File: src/rtl/sw_debounce.sv
// -----------------------------------------------------------------------------
// sw_debounce
//
// Conditions the raw DE2 slide switches before the CPU reads them. Each bit
// passes through a two-flop synchroniser and then its own debounce counter.
// The synchronised bit must disagree with the stable value for DEBOUNCE_CYCLES
// consecutive clocks before the stable value follows it. Whenever a stable bit
// changes, a one-cycle rise or fall pulse is raised for that bit. The pulses
// also feed sticky event flags that software can poll and then clear.
//
// Ports:
//   clk          system clock; every flop updates on its rising edge
//   reset_n      synchronous, active-low reset
//   sw_raw       asynchronous switch pins [WIDTH-1:0]
//   evt_clear    one-cycle request to clear evt_pending / evt_bits
//   sw_stable    debounced switch word (CPU read data at address 60)
//   sw_rise      one-cycle pulse per bit on a stable 0->1 change
//   sw_fall      one-cycle pulse per bit on a stable 1->0 change
//   evt_pending  sticky: some stable bit changed since the last clear
//   evt_bits     sticky per-bit record of the changes since the last clear
//
// Handshake: there is no valid/ready pair. The pulses are plain one-cycle
// strobes, and the event flags are level outputs that stay set until
// evt_clear is sampled high on a rising edge. If a clear and a new change
// arrive on the same edge, the new change survives.
// -----------------------------------------------------------------------------
module sw_debounce #(
   parameter int WIDTH           = 16,
   parameter int DEBOUNCE_CYCLES = 1000000,
   parameter int CNT_W           = $clog2(DEBOUNCE_CYCLES + 1)
) (
   input  logic             clk,
   input  logic             reset_n,
   input  logic [WIDTH-1:0] sw_raw,
   input  logic             evt_clear,
   output logic [WIDTH-1:0] sw_stable,
   output logic [WIDTH-1:0] sw_rise,
   output logic [WIDTH-1:0] sw_fall,
   output logic             evt_pending,
   output logic [WIDTH-1:0] evt_bits
);

   // This is the count at which one more mismatching clock makes the change
   // final. The counter is cleared at that point, so it never wraps.
   localparam logic [CNT_W-1:0] CNT_LAST = CNT_W'(DEBOUNCE_CYCLES - 1);

   logic [WIDTH-1:0] sync1;
   logic [WIDTH-1:0] sync2;
   logic [CNT_W-1:0] cnt      [WIDTH];
   logic [CNT_W-1:0] cnt_nxt  [WIDTH];
   logic [WIDTH-1:0] stable_nxt;
   logic [WIDTH-1:0] rise_nxt;
   logic [WIDTH-1:0] fall_nxt;
   logic [WIDTH-1:0] evt_bits_nxt;

   // Per-bit debounce decision.
   always_comb begin
      cnt_nxt    = cnt;
      stable_nxt = sw_stable;
      rise_nxt   = '0;
      fall_nxt   = '0;
      for (int i = 0; i < WIDTH; i++) begin
         if (sync2[i] == sw_stable[i]) begin
            // Agreement at any point discards a partial count. This is how
            // short glitches and bounces are rejected.
            cnt_nxt[i] = '0;
         end else if (cnt[i] == CNT_LAST) begin
            cnt_nxt[i]    = '0;
            stable_nxt[i] = sync2[i];
            // The pulse is registered on the same edge as the new stable
            // value, so the two become visible in the same cycle.
            rise_nxt[i]   = sync2[i];
            fall_nxt[i]   = ~sync2[i];
         end else begin
            cnt_nxt[i] = cnt[i] + CNT_W'(1);
         end
      end
   end

   // The events use the pulses that are visible this cycle. A change present
   // now is ORed in after the clear is applied, so it is not lost.
   always_comb begin
      evt_bits_nxt = (evt_clear ? '0 : evt_bits) | sw_rise | sw_fall;
   end

   always_ff @(posedge clk) begin
      if (!reset_n) begin
         sync1       <= '0;
         sync2       <= '0;
         for (int i = 0; i < WIDTH; i++) begin
            cnt[i] <= '0;
         end
         sw_stable   <= '0;
         sw_rise     <= '0;
         sw_fall     <= '0;
         evt_bits    <= '0;
         evt_pending <= 1'b0;
      end else begin
         sync1       <= sw_raw;
         sync2       <= sync1;
         cnt         <= cnt_nxt;
         sw_stable   <= stable_nxt;
         sw_rise     <= rise_nxt;
         sw_fall     <= fall_nxt;
         evt_bits    <= evt_bits_nxt;
         evt_pending <= |evt_bits_nxt;
      end
   end

endmodule

File: config.mk
export PLATFORM = sky130hd
export DESIGN_NAME = sw_debounce
export DESIGN_NICKNAME = d
export VERILOG_FILES = /design/src/rtl/sw_debounce.sv
export SDC_FILE = /design/constraint.sdc
export NUM_CORES = 1
export LEC_CHECK = 0
export CORE_ASPECT_RATIO = 1.1
export CORE_MARGIN = 8
export CORE_UTILIZATION = 54
export CTS_CLUSTER_DIAMETER = 30
export CTS_CLUSTER_SIZE = 25
export DETAILED_ROUTE_END_ITERATION = 7
export GPL_TIMING_DRIVEN = 0
export PLACE_DENSITY = 0.75
export SLEW_MARGIN = 25
export SYNTH_ARGS = -nofsm -noshare
export SYNTH_HDL_FRONTEND = slang
export SYNTH_SLANG_ARGS = --single-unit
File: constraint.sdc
create_clock -name clk -period 2 [get_ports clk]
set_clock_uncertainty 0.15 [all_clocks]
set_input_delay 0.3 -clock clk [delete_from_list [all_inputs] [get_ports clk]]
set_output_delay 0.3 -clock clk [all_outputs]
set_load 0.005 [all_outputs]
# Yosys cells after proc, flatten, opt, wreduce, memory -nomap -nowiden
# Cells that the tools add are included.
# W data, S select, Z words.
# word_totals
elab_cells	217
inputBits	19
reg_bits	417
# classes
addsub	16
reduce_logical	49
bitwise	51
n_mux	1
n_eq_ne	32
# ops
operator	n
$add A20 B1 Y20 const B	16
$eq A20 B20 Y1 const B	16
$reduce_or A3 Y1	32
$not A1 Y1	49
$or A16 B16 Y16	2
$reduce_and A2 Y1	16
$eq A1 B1 Y1	16
$mux W16	1
$reduce_or A16 Y1	1

# Logic depth before layout (Yosys ltp)
# depth
depth_word	4
ltp_mapped	7
ltp_nobuf	5

# Worst setup path after synthesis
# No wires, ideal clock.
# synth_timing
path_kind	flip-flop to flip-flop
from	register cnt[260] in the netlist's numbering
to	register cnt[276] in the netlist's numbering
slack_ps	-146
required_time_ps	1780
path_buffers	1
period_less_slack_ps	2146
t_arrival_ps	1926
path_stages_with_launch	7
cell_sequence	dfxtp_1 ha_1 nand2_1 or4_1 clkbuf_2 or4_1 a21oi_1
# synth_between
elab_chain_cells	2
word_cells_on_any_way	3
cone_classes	1 x add/sub; 1 x eq/ne; 1 x reduce/logical
# synth_rtl
item	line_no	text
start, declared	49	logic [CNT_W-1:0] cnt [WIDTH];
start signal, assigned	101	cnt <= cnt_nxt;
branches (longest 2 deep; another with $add A20 B1 Y20)	-	
# Parallel ways; which one is timed is not known.
# A chain may end at the register's enable or synchronous reset.

# Worst setup path after layout
# layout_timing
from	register cnt[273] in the netlist's numbering
to	register sw_stable[2]
# layout_between
elab_chain_cells	2
# layout_rtl
item	line_no	text
$eq A20 B20 Y1	67	end else if (cnt[i] == CNT_LAST) begin
$reduce_and A2 Y1 (no line)	-	
end signal, assigned	102	sw_stable <= stable_nxt;
end, declared	36	output logic [WIDTH-1:0] sw_stable,
# No other way between the ends.

==> run summary <==
Failing checks: setup timing
Total CTS buffers: 86
Yosys top cell by area: dfxtp_1
ANT nets after route: 0
Commonest non-fill, non-tap cells in the layout: dfxtp_1 (309), nor2_1 (212), xnor2_1 (127), nand2_1 (123), nand3_1 (107)
Port Buffer Count: 83
Clock network latency to the later pin of the worst-skew pair: 0.59 ns
GRT Overall Usage: 0.2299
Power per cell area: 954.9 mW/mm^2
Unique cell type count in the Yosys netlist: 49
CTS tree: yes
TritonRoute pass-1 iters: 5
Starting Density: 0.5502
Relative slew slack: 0.4180
Area of the core: 0.03237 mm^2
Clock share of power: 0.616
Final Hold Vio Count: 0
#FFs+latches synth: 417
Maximum clock frequency: 451.0 MHz
Sw Share: 0.2180
Clock buffer depth: 3
Routed length per instance: 17.20 um
Worst hold stages: 2
Fin crit share: 1.109
Ys async rst share: 0
CP endpoint kind: register
VDD IR max: 0.0007900 V
Routed WL: 47.48 mm
Vias in the first global route: 15811
Max-Cap Viols: 0
EDFF count, synth: 0
Pin count of the biggest net entering global routing: 12
Hold/Removal Path Class: in -> reg
Int Pwr: 17730 uW
Die width: 189.2 um
Root Driver: clkbuf_16
Status: finished with violations
Worst-Margin Slew: 0.8731 ns
Psw: 4943 uW
Worst-path fanout max: 3
Part of the Yosys area used for sequential elements: 0.4687
CP startpoint kind: register
Share of post-route cells with drive strength above 1: 0.2491
1st-iter DRT viols: 1015
Rows: 69
Synth Cell Area: 0.01781 mm^2
H-tree levels: 3
Cells after Synth: 2038
TNS Setup: -15.12 ns
Initial antenna violation count: 1
Final Cell Area: 0.02374 mm^2
Setup WS post-layout: -0.2171 ns
Pins Over Slew Limit: 0
Worst EP arrival: 2.52 ns
CTS sink count: 417
Synth area leaders: dfxtp_1 (47%), xnor2_1 (6.2%), nor2_1 (5.6%), xor2_1 (3.7%), nand3_1 (3.4%)
Leak: 0.007457 uW
Syn Nets: 2073
Die Footprint: 0.03906 mm^2
Syn. warnings: 0
Hpwl dp: 28.93 mm
Die height: 206.5 um
Final Wtd Congestion: 0.8433
Period minus WS final: 2.217 ns
Seq pwr share: 0.370
First-pass GRT wire length: 75.27 mm
Overflow left after global routing: 0
Synth top area share: 0.4687
DRC Markers: 0
Via density: 5.799
Ys flop type: dfxtp_1
Reg2reg path depth: 6
Commonest non-fill, non-tap cell in the layout: dfxtp_1
Worst EP required: 2.30 ns
Syn Area/Cell: 8.740 um^2
Setup violators final: 123
Clock transition at the registers of the reported paths: 0.06 ns
Dpl cell area: 0.01928 mm^2
Layout net count: 2295
IO Pins: 84
Area growth, synth to finish: 33.29%
Vias: 16006
RSZ-0062 raised after global routing: yes
Comb power frac: 0.014
CP Class: reg -> reg
## power groups by stage
stage | clock (uW) | sequential, uW | combinational [uW]
finish | 14000 | 8380 | 321
global route | 14600 | 8370 | 339
CTS | 14100 | 8390 | 304
detailed placement | 0 | 8560 | 258
global placement | 0 | 8560 | 254
floorplan | 0 | 8550 | 129
## final timing paths
check,from,to,slack [ns]
max reg2reg,cnt[273],sw_stable[2],-0.22
max,cnt[273],sw_stable[2],-0.22
min,sw_raw[13],sync1[13],0.14
min reg2reg,sync1[10],sync2[10],0.28
## layer usage
metal / global-route usage / share of wire / vias up / routed length [um]
met4: 0.09916 / 0.029 / 0 / 1355
li1: - / - / 7738 / -
met2: 0.4111 / 0.51 / 471 / 24090
met1: 0.2666 / 0.41 / 7691 / 19290
met3: 0.04202 / 0.058 / 106 / 2735
met5: 0 / 0 / - / 0
## logic make-up after synthesis
kind of cell | share of synthesized area
AO/OA/AOI/OAI | 0.08647
buffers and inverters | 0.03098
adder cells (fa/ha/maj) | 0.01124
XOR/XNOR | 0.09933
AND/OR/NAND/NOR | 0.3033
flip-flops | 0.4687
## critical path, stage by stage (launching register included)
cell and delay [ns]:
dfxtp_4 0.34, or4b_4 0.51, or4_4 0.57, buf_4 0.17
buf_6 0.12, o21ai_2 0.16, a21oi_2 0.07
## state kept, by name (all words and copies together), names as in the netlist
| signal | count |
|---|---|
| cnt | 320 |
| evt_bits | 16 |
| evt_pending | 1 |
| sw_fall | 16 |
| sw_rise | 16 |
| sw_stable | 16 |
| sync1 | 16 |
| sync2 | 16 |
## final cells by class
type	count	area, um^2
Antenna cell	2	5.005
Buffer	44	301.5
Clock buffer	107	2365
Clock inverter	53	543.0
Fill cell	2206	8633
Inverter	73	275.3
Multi-Input combinational cell	1485	9766
Sequential cell	417	8523
Tap cell	426	533.0
Timing Repair Buffer	153	1430
## stage by stage
| step | setup WS [ns] | instances | utilization | power (uW) | hold slack [ns] |
|---|---|---|---|---|---|
| 3_3_place_gp | -1.607 | 2547 | 0.5956 | 8810 | 0.2635 |
| 4_1_cts | -0.1856 | 2741 | 0.7148 | 22830 | 0.1204 |
| 6_report | -0.2171 | 2760 | 0.7333 | 22670 | 0.1410 |
| 5_1_grt | -0.2570 | 2759 | 0.7333 | 23320 | 0.1577 |
| 3_5_place_dp | -1.578 | 2547 | 0.5956 | 8815 | 0.2692 |
| 2_1_floorplan | -0.08928 | 2038 | - | 8678 | 0.2619 |
## synth_stat cells (all sizes together) (2+ instances only)
library cell,instances
dfxtp,417
nor2,267
nand2,129
xnor2,127
nand3,124
a21oi,112
o21ai,76
xor2,75
inv,72
or3,70
nand4,69
or4,65
nor4,56
clkbuf,54
nor3,51
and2,44
and3,44
o31ai,39
and4,19
a211oi,16
ha,16
or2,13
nor4b,11
nor2b,10
or4b,10
buf,9
nor3b,7
or3b,7
nor4bb,6
a31o,4
o221ai,4
or4bb,3
o211ai,2
o21a,2
o21bai,2
## repair_timing
action                                  in CTS  in global routing
pin swaps                                   52                 31
hold buffers                                 0                  0
gates cloned                                 6                  1
setup buffers                               39                 24
endpoints found under the setup margin     397                317
resized for setup                          234                150
Power figures use the tool's default switching activity.
